===== src/rtl/ex_div_pkg.sv =====
// Shared encodings for the EX-stage divider: FSM states, divide aluop codes
// and the fixed results returned for divide-by-zero and signed overflow.
package ex_div_pkg;

    typedef enum logic [1:0] {
        IDLE = 2'd0,
        BUSY = 2'd1,
        DONE = 2'd2
    } state_t;

    localparam logic [7:0] EXE_DIV  = 8'h1a;
    localparam logic [7:0] EXE_DIVU = 8'h1b;
    localparam logic [7:0] EXE_REM  = 8'h1c;
    localparam logic [7:0] EXE_REMU = 8'h1d;

    localparam logic [31:0] DIV0_QUO = 32'hFFFF_FFFF;
    localparam logic [31:0] OVF_QUO  = 32'h8000_0000;
    localparam logic [31:0] OVF_REM  = 32'h0000_0000;

    // Lets the EX decoder derive the divider start strobe from ex_aluop.
    function automatic logic is_div_op(input logic [7:0] aluop);
        return (aluop == EXE_DIV) || (aluop == EXE_DIVU) ||
               (aluop == EXE_REM) || (aluop == EXE_REMU);
    endfunction

endpackage


===== src/rtl/ex_div.sv =====
// Iterative restoring divider for the EX stage: one quotient bit per cycle,
// special cases resolved in a single cycle, stalls IF..EX while busy.
module ex_div
    import ex_div_pkg::*;
#(
    parameter int WIDTH = 32
) (
    input  logic             clk,
    input  logic             rst,
    input  logic             start,
    input  logic             signed_div,
    input  logic             op_rem,
    input  logic [WIDTH-1:0] dividend,
    input  logic [WIDTH-1:0] divisor,
    input  logic             annul,
    output logic [WIDTH-1:0] result,
    output logic             ready,
    output logic             stall_req
);

    localparam int CNT_W = $clog2(WIDTH);

    state_t                  state, state_nxt;
    logic [CNT_W-1:0]        cnt;
    logic [WIDTH-1:0]        prem;
    logic [WIDTH-1:0]        quo;
    logic [WIDTH-1:0]        dvs;
    logic [WIDTH-1:0]        res;
    logic                    neg_q, neg_r, op_rem_q;

    logic signed [WIDTH-1:0] dvd_s, dvs_s;
    logic                    dvd_neg, dvs_neg, div_zero, ovf, accept, last;
    logic [WIDTH-1:0]        dvd_mag, dvs_mag;
    logic [WIDTH:0]          shifted, diff;
    logic                    ge;
    logic [WIDTH-1:0]        step_rem, step_quo;

    function automatic logic [WIDTH-1:0] neg_if(input logic c, input logic [WIDTH-1:0] v);
        return c ? (~v + WIDTH'(1)) : v;
    endfunction

    assign dvd_s    = dividend;
    assign dvs_s    = divisor;
    assign dvd_neg  = signed_div && (dvd_s < 0);
    assign dvs_neg  = signed_div && (dvs_s < 0);
    assign dvd_mag  = neg_if(dvd_neg, dividend);
    assign dvs_mag  = neg_if(dvs_neg, divisor);
    assign div_zero = (divisor == '0);
    assign ovf      = signed_div && (dividend == OVF_QUO) && (divisor == '1);
    assign accept   = (state == IDLE) && start && !annul;
    assign last     = (cnt == CNT_W'(WIDTH - 1));

    // Restoring step: the borrow of the (WIDTH+1)-bit trial subtraction decides the quotient bit.
    assign shifted  = {prem, quo[WIDTH-1]};
    assign diff     = shifted - {1'b0, dvs};
    assign ge       = !diff[WIDTH];
    assign step_rem = ge ? diff[WIDTH-1:0] : shifted[WIDTH-1:0];
    assign step_quo = {quo[WIDTH-2:0], ge};

    always_ff @(posedge clk) begin
        if (rst) state <= IDLE;
        else     state <= state_nxt;
    end

    always_comb begin
        state_nxt = state;
        case (state)
            IDLE:    if (start) state_nxt = (div_zero || ovf) ? DONE : BUSY;
            BUSY:    if (last)  state_nxt = DONE;
            DONE:    state_nxt = IDLE;
            default: state_nxt = IDLE;
        endcase
        if (annul) state_nxt = IDLE;
    end

    always_ff @(posedge clk) begin
        if (rst) begin
            cnt      <= '0;
            prem     <= '0;
            quo      <= '0;
            dvs      <= '0;
            res      <= '0;
            neg_q    <= 1'b0;
            neg_r    <= 1'b0;
            op_rem_q <= 1'b0;
        end else if (accept) begin
            cnt      <= '0;
            prem     <= '0;
            quo      <= dvd_mag;
            dvs      <= dvs_mag;
            neg_q    <= dvd_neg ^ dvs_neg;
            neg_r    <= dvd_neg;
            op_rem_q <= op_rem;
            if (div_zero)  res <= op_rem ? dividend : DIV0_QUO;
            else if (ovf)  res <= op_rem ? OVF_REM : OVF_QUO;
        end else if (state == BUSY && !annul) begin
            prem <= step_rem;
            quo  <= step_quo;
            cnt  <= cnt + CNT_W'(1);
            // Sign fix-up happens on the final step so DONE only has to present res.
            if (last) res <= op_rem_q ? neg_if(neg_r, step_rem) : neg_if(neg_q, step_quo);
        end
    end

    assign ready     = (state == DONE) && !annul;
    assign result    = ready ? res : '0;
    assign stall_req = !annul && (((state == IDLE) && start) || (state == BUSY));

endmodule

===== config.mk =====
export PLATFORM = sky130hd
export DESIGN_NAME = ex_div
export DESIGN_NICKNAME = d
export VERILOG_FILES = /design/src/rtl/ex_div_pkg.sv /design/src/rtl/ex_div.sv
export SDC_FILE = /design/constraint.sdc
export NUM_CORES = 1
export LEC_CHECK = 0
export BUFFER_PORTS_ARGS = -buffer_cell sky130_fd_sc_hd__buf_4
export CORE_ASPECT_RATIO = 0.75
export CORE_MARGIN = 3
export CORE_UTILIZATION = 55
export DETAILED_ROUTE_END_ITERATION = 6
export PLACE_DENSITY = 0.81
export SKIP_LAST_GASP = 1
export SYNTH_ARGS = -nofsm -noshare
export SYNTH_HDL_FRONTEND = slang
export SYNTH_SLANG_ARGS = --single-unit

===== constraint.sdc =====
create_clock -name clk -period 9 [get_ports clk]
set_input_delay 1.35 -clock clk [delete_from_list [all_inputs] [get_ports clk]]
set_output_delay 1.35 -clock clk [all_outputs]
set_load 0.005 [all_outputs]

Word level (Yosys, flattened, before mapping). Index checks and enable logic that the tools add are counted.

Bits in registers: 138. Bits of input ports: 70. Output and inout bits: 34. Word-level logic and storage cells: 71.

Add/subtract/negate cells: 6. Magnitude comparators: 2. Equal/unequal tests: 8. Muxes and demuxes: 20. Bitwise gates (word level): 5. Reductions and logical operators: 21.

Operators by type and width (count): two-way mux 32 bit (16); adder 32 x 1 -> 32 bit (second input constant) (4); inverter 32 bit (4); == test 32 bit (second input constant) (2); less-than comparator 32 x 1 -> 1 bit (second input constant) (2); subtractor 33 x 32 -> 33 bit (1); logical NOT 32 bit (1); logical AND 1 bit (9); two-way mux 2 bit (3); adder 5 x 1 -> 5 bit (second input constant) (1); == test 5 bit (second input constant) (1); inequality test 2 bit (second input constant) (2); one-hot mux 2 bit (2 select lines) (1); nonzero test 2 bit (2); OR reduction 2 bit (2); inequality test 3 bit (second input constant) (1); AND reduction 3 bit (1); == test 2 x 1 -> 1 bit (second input constant) (1); == test 2 bit (second input constant) (1); logical NOT 1 bit (2); logical NOT 2 bit (1); logical OR 1 bit (2); AND reduction 2 bit (1); bitwise XOR 1 bit (1).

Longest topological paths before layout. Gate-level depths: netlist (run 1).

Depth after elaboration: 9. Gate-level depth with buffers: 24. Gate-level depth less buffers: 21.

Worst setup path before layout (run 1). OpenSTA, ideal clock, no wires.

Kind: register -> register. Start point: reg quo[31]. End point: reg res[26]. Arrival: 5.202 ns. Required time: 8.925 ns. Setup slack: 3.724 ns. Stages on the path, launching flop included: 24. Buffers on the path: 2. Period minus slack after synthesis: 5.276 ns. Cell sequence: dfxtp_1 -> inv_1 -> ha_1 -> fa_1 -> nand2b_1 -> a21oi_1 -> o211ai_2 -> a211oi_4 -> o31a_2 -> nor2_4 -> inv_2 -> buf_8 -> clkbuf_1 -> nor2_1 -> a21oi_1 -> ha_1 -> inv_1 -> or4_1 -> nor4_2 -> a31o_2 -> nand3_1 -> or4_4 -> a311o_1 -> o22ai_1.

Longest elaborated chain between the ends: 9. Elaborated cells between the ends (all ways): 13. Those cells by class: add/sub: 3; mux: 7; bitwise: 2; reduce/logical: 1.

RTL lines: start: declaration (RTL line ex_div.sv:26) `logic [WIDTH-1:0] quo;`; start signal: assignment (RTL line ex_div.sv:89) `quo <= dvd_mag;`; start signal: assignment (RTL line ex_div.sv:98) `quo <= step_quo;`; subtractor 33 x 32 -> 33 bit (RTL line ex_div.sv:55) `assign diff = shifted - {1'b0, dvs};`; two-way mux 32 bit / logical NOT 1 bit (equally long branches) (RTL line ex_div.sv:57, ex_div.sv:56); inverter 32 bit (RTL line ex_div.sv:39) `return c ? (~v + WIDTH'(1)) : v;`; adder 32 x 1 -> 32 bit (RTL line ex_div.sv:39); two-way mux 32 bit (RTL line ex_div.sv:39); two-way mux 32 bit (*) (2 in series) (RTL line ex_div.sv:101) `if (last) res <= op_rem_q ? neg_if(neg_r, step_rem) : neg_if(neg_q, step_quo);`; two-way mux 32 bit (*) (RTL line ex_div.sv:96) `end else if (state == BUSY && !annul) begin`; two-way mux 32 bit (*) (RTL line ex_div.sv:86) `end else if (accept) begin`; end signal: assignment (RTL line ex_div.sv:94) `if (div_zero) res <= op_rem ? dividend : DIV0_QUO;`; end signal: assignment (RTL line ex_div.sv:95) `else if (ovf) res <= op_rem ? OVF_REM : OVF_QUO;`; end signal: assignment (RTL line ex_div.sv:101); end: declaration (RTL line ex_div.sv:28) `logic [WIDTH-1:0] res;`.

Every way passes the cells marked *; elsewhere a longest branch is shown, timed or not. The select of a mux whose other input is x is not followed. A chain may end at the register's enable or synchronous reset.

Final worst setup path (run 1). Ends and elaborated chain as after synthesis.

==> results of run 1 <==
-- registers in the layout, summed over array words and instances (netlist names) --
signal    flops
dvs          32
res          32
state         2
op_rem_q      1
prem         32
neg_q         1
neg_r         1
cnt           5
quo          32
-- layer usage --
layer | share of wire (%) | vias up | GRT usage, %
li1 | - | 5935 | -
met4 | 1.7 | 8 | 6.864
met5 | 0.24 | - | 0
met1 | 43 | 5846 | 50.03
met2 | 41 | 752 | 48.29
met3 | 14 | 84 | 13.34
-- cell families (layout without fill, tap and decap cells) --
| logic type | after synthesis | count (layout) |
|---|---|---|
| AOI/OAI and AO/OA | 555 | 555 |
| and+or+nand+nor | 551 | 551 |
| buffers and inverters | 164 | 209 |
| DFF | 138 | 138 |
| xor gates and xnor gates | 124 | 124 |
| adders and majority gates | 40 | 40 |
| muxes | 27 | 27 |
| other | 0 | 1 |
-- worst reg2reg max path, cell delays in order (launching register included) --
cell and delay, ns:
dfxtp_1 0.40, inv_1 0.09, ha_1 0.23, fa_1 0.39
nand2b_1 0.20, a21oi_1 0.38, o211ai_2 0.26, a211oi_4 0.35
o31a_2 0.39, nor2_4 0.08, inv_2 0.53, nor2_1 0.09
a21oi_1 0.25, ha_1 0.25, inv_1 0.09, or4_1 0.56
nor4_2 0.27, a31o_2 0.24, nand3_1 0.20, or4_4 0.48
a311o_1 0.37, o22ai_1 0.11
-- through the flow --
stage               worst slack [ns]  std cells  hold slack [ns]  utilization (%)  instance area (sq um)
floorplan                      3.724       1599           0.4136                -                  11770
global placement               3.096       1894           0.4243            60.78                  12530
detailed placement             2.905       1894           0.4407            60.78                  12530
CTS                            2.848       1926           0.4502            63.81                  13150
global route                   2.235       1926           0.4756            63.81                  13150
finish                         2.735       1927           0.4547            63.82                  13150
-- worst max-delay path by stage --
stage	startpoint	endpoint	slack, ns	cells after the start
global route	quo[31]	res[26]	2.23	21
global placement	quo[31]	res[26]	3.10	21
finish	quo[31]	res[26]	2.73	21
CTS	quo[31]	res[26]	2.85	21
floorplan	quo[31]	res[26]	3.72	23
detailed placement	quo[31]	res[26]	2.90	21
-- power groups by stage --
stage          Clock [W]  Sequential (W)  Combinational [W]
4_1_cts         0.000764        0.000660           0.000771
3_3_place_gp           0        0.000672           0.000759
2_1_floorplan          0        0.000664           0.000564
5_1_grt         0.000788        0.000663           0.000859
3_5_place_dp           0        0.000673           0.000764
6_report        0.000765        0.000661           0.000798
-- cells in the mapped netlist (all sizes together) (6+ instances only) --
library cell  number  share of area (%)
nand4             17                1.0
or3               17               0.92
or4               13               0.86
a21boi             6               0.38
clkbuf            79                2.8
mux2i             22                1.9
nor4              21                1.3
and2              51                2.7
and3              14               0.84
a31oi             25                1.3
a211oi            61                4.1
a21oi            154                6.5
o21ai            115                4.9
a211o              7               0.52
o211ai            15                1.0
o21a              11               0.70
xnor2             63                4.7
a21o              15               0.98
o22ai              7               0.37
o31ai             26                1.7
nor2b              6               0.32
nand3             21               0.89
inv               59                1.9
ha                39                4.1
xor2              61                4.5
a311oi             9               0.82
buf               24                1.3
a22oi             34                2.2
o41ai             12               0.89
nand2b            12               0.66
nor3              45                1.9
dfxtp            138                 23
nor2             155                5.0
nand2            157                5.0
-- cell type report --
type / count / share of cell area (%)
tap: 282 / 2.683
sequential: 138 / 21.01
timing repair buffer: 116 / 6.622
clock buffer: 19 / 3.368
inverter: 61 / 1.846
clock inverter: 13 / 1.370
multi-input combinational: 1297 / 63.09
antenna: 1 / 0.01903
==> reports/qor.yml, run 1 <==
status:
  status: "completed"
critical_path:
  crit_fanout: 39
  critPathKind: "register to register"
  crit_required_ns: 9.36
  reg2reg_depth: 21
  cp_top_family: "compound AO/OA/AOI/OAI gates"
  worst-path-buf-inv: 3
  worstPathArrival_ns: 6.63
  r2r-start: "quo[31]"
  crit_path_end_kind: "register"
  reg2reg_slack_ns: 2.73
  critPathMaxStageDelay_ns: 0.56
  r2r_end: "res[26]"
  cp-start-kind: "register"
  worstPathCellList: "inv_1 > ha_1 > fa_1 > nand2b_1 > a21oi_1 > o211ai_2 > a211oi_4 > o31a_2 > nor2_4 > inv_2 > nor2_1 > a21oi_1 > ha_1 > inv_1 > or4_1 > nor4_2 > a31o_2 > nand3_1 > or4_4 > a311o_1 > o22ai_1"
  cpMaxStageDelayCell: "or4_1"
power:
  power.share.combinational_pct: 35.9
  p_leak_nw: 4.941
  netSwitchingFraction_pct: 38.45
  power.switching_w: 0.0008550
  p_per_area_nw_per_um2: 169.1
  p_clk_share_pct: 34.4
  p_int_w: 0.001369
  p_seq_share_pct: 29.7
  p_total_w: 0.002224
  ir_worst_vdd_mv: 0.1190
route:
  wire_per_inst_um: 21.46
  drc: 0
  vias: 12630
  postRouteAntennaNets: 0
  routed_wl_um: 41360
  viasPerCell: 6.552
  first_pass_iters: 6
  drt_iter0_drc: 1706
floorplan:
  die-area_sq_um: 23210
  num_rows: 45
  io_pins: 104
  initial_utilization_pct: 57.12
  die_y_um: 132.7
  coreArea_sq_um: 20610
  die_x_um: 174.9
global_route:
  grt_pass1_wl_um: 63470
  grt_max_degree: 93
  grt_pass1_vias: 11210
  antenna_found_initial: 3
  grtUsageTotal_pct: 34.44
  gr-total-overflow: 0
cts:
  clock_path_buffers: 2
  clkSinkCount: 138
  path_clk_slew_ns: 0.07
  cts_resized: 0
  cts-root-buf: "clkbuf_16"
  clk_latency_ns: 0.44
  cts_inserted_buffers: 17
  holdBufCountCts: 0
  cts_tree: "built"
  htree_levels: 4
  cts_setup_buffers: 0
yosys:
  synth_xor_area_share_pct: 9.226
  synthMuxAreaShare_pct: 2.413
  synthCells: 1599
  synth_compound_area_share_pct: 31.27
  yosysSeqAreaShare_pct: 23.47
  yosys_register_bits: 138
  ys_types: 107
  synth_top_family_by_area: "compound AO/OA/AOI/OAI gates"
  ys.flop_type: "dfxtp_1"
  synthSimpleGateAreaFrac_pct: 23.16
  synth-edff-count: 0
  yosysWarnings: 0
  synth_area_sq_um: 11770
  syn_area_per_cell_sq_um: 7.362
  async_flop_share_pct: 0
  synthesis.nets: 1709
  synthAdderAreaFrac_pct: 4.315
finish:
  fin_nets: 1741
  fillers: 1910
  syn_to_final_growth_pct: 11.72
  multi_input_area_sq_um: 8297
  final_common_cell: "nand2_1"
  drive_above_1_share_pct: 12.29
  final_cell_mix: "155 x nand2_1, 154 x a21oi_1, 152 x nor2_1"
  ff_latch_area_sq_um: 2763
timing:
  finalClockSkew_ns: 0.01585
  slew_headroom_pct: 19.99
  hold_violations: 0
  finalCriticalPeriod_ns: 6.265
  setup_violations: 0
  rsz0062_at_grt: "no"
  worst_pin_slew_ns: 1.185
  setup_tns_ns: 0
  fmax_mhz: 159.6
  slew_viol_final: 0
  fin_crit_sh_pct: 69.61
placed_design:
  port_buffers: 103
  dpl.hpwl_um: 31120
  gp_congestion: 1.026
worst_hold_path:
  hold_path_end: "state[1]"
  min_path_cells: 1
  min_path_type: "register to register"
  worstHoldStart: "state[1]"
run:
  cap_violations: 0
No activity file was read; power rests on OpenSTA's default activity.
==> run 2: changes to the inputs <==
==> constraint.sdc (replaced) <==
create_clock -name clk -period 6.1 [get_ports clk]
set_input_delay 0.915 -clock clk [delete_from_list [all_inputs] [get_ports clk]]
set_output_delay 0.915 -clock clk [all_outputs]
set_load 0.005 [all_outputs]
==> reports/qor.yml, run 2 (same netlist as run 1, synthesis figures left out) <==
critical_path:
  r2r_end: "res[26]"
  worstPathArrival_ns: 5.93
  r2r-start: "prem[17]"
  reg2reg_depth: 19
  crit_fanout: 9
  reg2reg_slack_ns: 0.53
  crit_path_end_kind: "register"
  crit_required_ns: 6.46
  cp-start-kind: "register"
  critPathKind: "register to register"
finish:
  fillers: 1873
  fin_nets: 1747
  drive_above_1_share_pct: 12.38
  final_common_cell: "nand2_1"
  multi_input_area_sq_um: 8297
  final_cell_mix: "155 x nand2_1, 154 x a21oi_1, 152 x nor2_1"
  syn_to_final_growth_pct: 11.44
  final_util_pct: 63.66
  n_antenna_cell: 0
  ff_latch_area_sq_um: 2763
cts:
  clock_path_buffers: 2
  clk_latency_ns: 0.44
  cts_resized: 0
  holdBufCountCts: 0
  clkSinkCount: 138
  path_clk_slew_ns: 0.06
  cts_setup_buffers: 0
  cts-root-buf: "clkbuf_16"
  htree_levels: 4
  cts_inserted_buffers: 17
  cts_tree: "built"
timing:
  setup_violations: 0
  finalClockSkew_ns: 0.01023
  slew_headroom_pct: 22.68
  setup_tns_ns: 0
  worst_pin_slew_ns: 1.153
  whs_ns: 0.4545
  finalCriticalPeriod_ns: 5.568
  slew_viol_final: 0
  rsz0062_at_grt: "no"
  fin_crit_sh_pct: 91.28
  hold_violations: 0
  fmax_mhz: 179.6
placed_design:
  dpl.hpwl_um: 31430
  port_buffers: 103
  gp_congestion: 0.9948
route:
  postRouteAntennaNets: 0
  wire_per_inst_um: 21.83
  first_pass_iters: 6
  routed_wl_um: 42130
  vias: 12830
  viasPerCell: 6.648
  drc: 0
  drt_iter0_drc: 1782
worst_hold_path:
  min_path_type: "register to register"
  worstHoldStart: "dvs[22]"
  hold_path_end: "dvs[22]"
  min_path_cells: 2
power:
  p_clk_share_pct: 31.5
  p_per_area_nw_per_um2: 242.4
  power.share.combinational_pct: 37.8
  netSwitchingFraction_pct: 38.85
  p_int_w: 0.001945
  power.switching_w: 0.001236
  ir_worst_vdd_mv: 0.2163
  p_seq_share_pct: 30.7
  p_leak_nw: 4.937
status:
  status: "completed"
global_route:
  grtUsageTotal_pct: 35.21
  grt_pass1_wl_um: 64990
  gr-total-overflow: 0
  grt_max_degree: 80
  grt_pass1_vias: 11430
  antenna_found_initial: 1
floorplan:
  die_y_um: 132.7
  initial_utilization_pct: 57.12
  io_pins: 104
  die-area_sq_um: 23210
  die_x_um: 174.9
  coreArea_sq_um: 20610
  num_rows: 45
run:
  cap_violations: 0
==> run 2: cell count changes in the layout (fill, tap and decap cells not counted) <==
cell / change
clkbuf_8: +2
bufinv_16: -2
buf_4: +6
clkinv_2: +3
clkbuf_1: +2
inv_8: -2
diode_2: -1
inv_6: -5
==> run 2: stage by stage <==
step / total power, W / instances / setup WS [ns] / instance area [sq um]
after floorplan: 0.001812 / 1599 / 0.8236 / 11770
after global placement: 0.002127 / 1900 / 0.8818 / 12570
after detailed placement: 0.002138 / 1900 / 0.7322 / 12570
after CTS: 0.003131 / 1930 / 0.7116 / 13120
after global routing: 0.003303 / 1930 / 0.1036 / 13120
final: 0.003180 / 1930 / 0.5318 / 13120
==> run 2: how the worst max path moves through the flow <==
stage | start | endpoint | slack, ns
after global routing | dvs[18] | res[26] | 0.10
after CTS | dvs[18] | res[26] | 0.71
after global placement | dvs[18] | res[26] | 0.88
after detailed placement | dvs[18] | res[26] | 0.73
after floorplan | quo[31] | res[26] | 0.82
final | prem[17] | res[26] | 0.53
==> run 2: final cells by class <==
type                    count  share of cell area [%]
well taps                 282                   2.690
clock buffers              23                   3.644
clock inverters             7                  0.5246
repair buffers            122                   6.982
inverters                  61                   1.850
multi-input cells        1297                   63.25
flip-flops and latches    138                   21.06
==> run 2: power by group through the flow <==
stage,combinational (W),clock [W],sequential (W)
floorplan,0.000832,0,0.000980
global placement,0.00113,0,0.000992
detailed placement,0.00114,0,0.000994
CTS,0.00115,0.00100,0.000974
global route,0.00128,0.00104,0.000980
finish,0.00120,0.00100,0.000977
==> run 2: worst max-delay path, stage by stage (launching register included) <==
cell      delay (ns)
dfxtp_1         0.35
ha_1            0.46
nand2_2         0.14
o21ai_1         0.35
nand3_1         0.13
a311oi_1        0.70
o31a_2          0.29
nor2_4          0.06
inv_2           0.11
nor2_1          0.05
a21oi_1         0.24
ha_1            0.27
inv_1           0.10
or4_1           0.57
nor4_2          0.29
a31o_2          0.24
nand3_1         0.20
or4_4           0.49
a311o_1         0.36
o22ai_1         0.10
==> run 2: metal layers <==
layer	track usage [%]	routed length [um]
met5	0	13
met4	8.237	793
met3	13.17	6409
met2	46.77	16360
met1	53.04	18560
==> run 3: changes to the inputs <==
--- a/config.mk
+++ b/config.mk
@@ -7,10 +7,9 @@
 export LEC_CHECK = 0
 export BUFFER_PORTS_ARGS = -buffer_cell sky130_fd_sc_hd__buf_4
 export CORE_ASPECT_RATIO = 0.75
-export CORE_MARGIN = 3
-export CORE_UTILIZATION = 55
+export CORE_UTILIZATION = 41
 export DETAILED_ROUTE_END_ITERATION = 6
-export PLACE_DENSITY = 0.81
+export PLACE_DENSITY = 0.64
 export SKIP_LAST_GASP = 1
 export SYNTH_ARGS = -nofsm -noshare
 export SYNTH_HDL_FRONTEND = slang
==> reports/qor.yml, run 3 (same netlist as run 1, synthesis figures left out) <==
status:
  status: "completed"
power:
  p_total_w: 0.003248
  p_seq_share_pct: 30.1
  ir_worst_vdd_mv: 0.1875
  p_clk_share_pct: 33.3
  p_per_area_nw_per_um2: 244.4
  power.share.combinational_pct: 36.6
  p_int_w: 0.002008
  p_leak_nw: 4.953
  power.switching_w: 0.001240
  netSwitchingFraction_pct: 38.17
floorplan:
  initial_utilization_pct: 41.87
  num_rows: 53
  io_pins: 104
  coreArea_sq_um: 28120
  die-area_sq_um: 29400
  die_y_um: 148.7
  die_x_um: 197.7
placed_design:
  dpl.hpwl_um: 32490
  gp_congestion: 0.9795
  port_buffers: 103
  placed_cells: 2002
global_route:
  antenna_found_initial: 1
  grt_max_degree: 70
  gr-total-overflow: 0
  grt_pass1_wl_um: 65360
  grt_pass1_vias: 10810
  grtUsageTotal_pct: 29.08
run:
  cap_violations: 0
timing:
  fmax_mhz: 179.1
  finalCriticalPeriod_ns: 5.585
  worst_pin_slew_ns: 1.118
  setup_violations: 0
  setup_tns_ns: 0
  hold_violations: 0
  fin_crit_sh_pct: 91.55
  slew_headroom_pct: 25.37
  rsz0062_at_grt: "no"
  slew_viol_final: 0
  finalClockSkew_ns: 0.01043
route:
  routed_wl_um: 42530
  viasPerCell: 6.140
  drt_iter0_drc: 1504
  wire_per_inst_um: 20.90
  first_pass_iters: 5
  postRouteAntennaNets: 0
  drc: 0
  vias: 12490
cts:
  clkSinkCount: 138
  cts_setup_buffers: 0
  cts-root-buf: "clkbuf_16"
  path_clk_slew_ns: 0.06
  cts_resized: 0
  cts_tree: "built"
  clk_latency_ns: 0.44
  holdBufCountCts: 0
  clock_path_buffers: 2
  htree_levels: 4
  cts_inserted_buffers: 17
finish:
  fin_cells: 2035
  fillers: 2907
  final_common_cell: "nand2_1"
  fin_nets: 1746
  final_cell_mix: "155 x nand2_1, 154 x a21oi_1, 152 x nor2_1"
  syn_to_final_growth_pct: 12.91
  drive_above_1_share_pct: 12.43
critical_path:
  crit_fanout: 7
  cp-start-kind: "register"
  reg2reg_depth: 21
  reg2reg_slack_ns: 0.52
  crit_required_ns: 6.47
  worstPathArrival_ns: 5.95
  critPathKind: "register to register"
  r2r_end: "res[26]"
  r2r-start: "quo[31]"
  crit_path_end_kind: "register"
worst_hold_path:
  hold_path_end: "state[1]"
  worstHoldStart: "state[1]"
  min_path_cells: 1
  min_path_type: "register to register"
run 3: cell types whose count changed in the layout (fill, tap and decap cells not counted):
cell       change
bufinv_16      +2
clkbuf_8       -2
clkinv_4       +2
buf_4          -1
diode_2        +1
run 3: per-layer routing:
metal | wire, um | track usage (%)
met1 | 20780 | 45.82
met2 | 16820 | 38.31
met3 | 4415 | 7.664
met4 | 516 | 5.736
met5 | 0 | 0
run 3: worst max-delay path by stage:
stage	endpoint	cells past startpoint	slack (ns)	from
after floorplan	res[26]	23	0.82	quo[31]
after global placement	res[26]	21	0.84	quo[31]
after detailed placement	res[26]	21	0.67	quo[31]
after CTS	res[26]	21	0.64	quo[31]
after global routing	res[26]	21	0.20	quo[31]
final	res[26]	21	0.52	quo[31]
run 3: metrics by stage:
stage | utilization, % | area (sq um) | worst slack (ns) | hold slack [ns]
2_1_floorplan | - | 11770 | 0.8236 | 0.4136
3_3_place_gp | 45.14 | 12690 | 0.8367 | 0.4249
3_5_place_dp | 45.14 | 12690 | 0.6690 | 0.4332
4_1_cts | 47.26 | 13290 | 0.6423 | 0.4386
5_1_grt | 47.26 | 13290 | 0.1997 | 0.4645
6_report | 47.27 | 13290 | 0.5153 | 0.4335
run 3: cell type report:
class                   instances  area (sq um)  share of cell area [%]
diodes                          1         2.502                 0.01883
well taps                     385         481.7                   3.624
clock inverters                11         146.4                   1.101
inverters                      61         242.7                   1.826
repair buffers                121         908.4                   6.834
flip-flops and latches        138          2763                   20.79
multi-input cells            1297          8297                   62.42
clock buffers                  21         450.4                   3.389
run 3: critical path, cell delays in order (launching register included):
cell,delay (ns)
dfxtp_1,0.40
inv_1,0.08
ha_1,0.23
fa_1,0.40
nand2b_1,0.20
a21oi_1,0.38
o211ai_2,0.25
a211oi_4,0.34
o31a_2,0.21
nor2_4,0.06
inv_2,0.10
nor2_1,0.05
a21oi_1,0.23
ha_1,0.25
inv_1,0.08
or4_1,0.56
nor4_2,0.28
a31o_2,0.26
nand3_1,0.18
or4_4,0.47
a311o_1,0.37
o22ai_1,0.10
run 3: power by group through the flow:
| stage | Combinational (W) | Sequential (W) | Clock (W) |
|---|---|---|---|
| 2_1_floorplan | 0.000832 | 0.000980 | 0 |
| 3_3_place_gp | 0.00115 | 0.000993 | 0 |
| 3_5_place_dp | 0.00115 | 0.000995 | 0 |
| 4_1_cts | 0.00116 | 0.000975 | 0.00109 |
| 5_1_grt | 0.00128 | 0.000981 | 0.00113 |
| 6_report | 0.00119 | 0.000976 | 0.00108 |
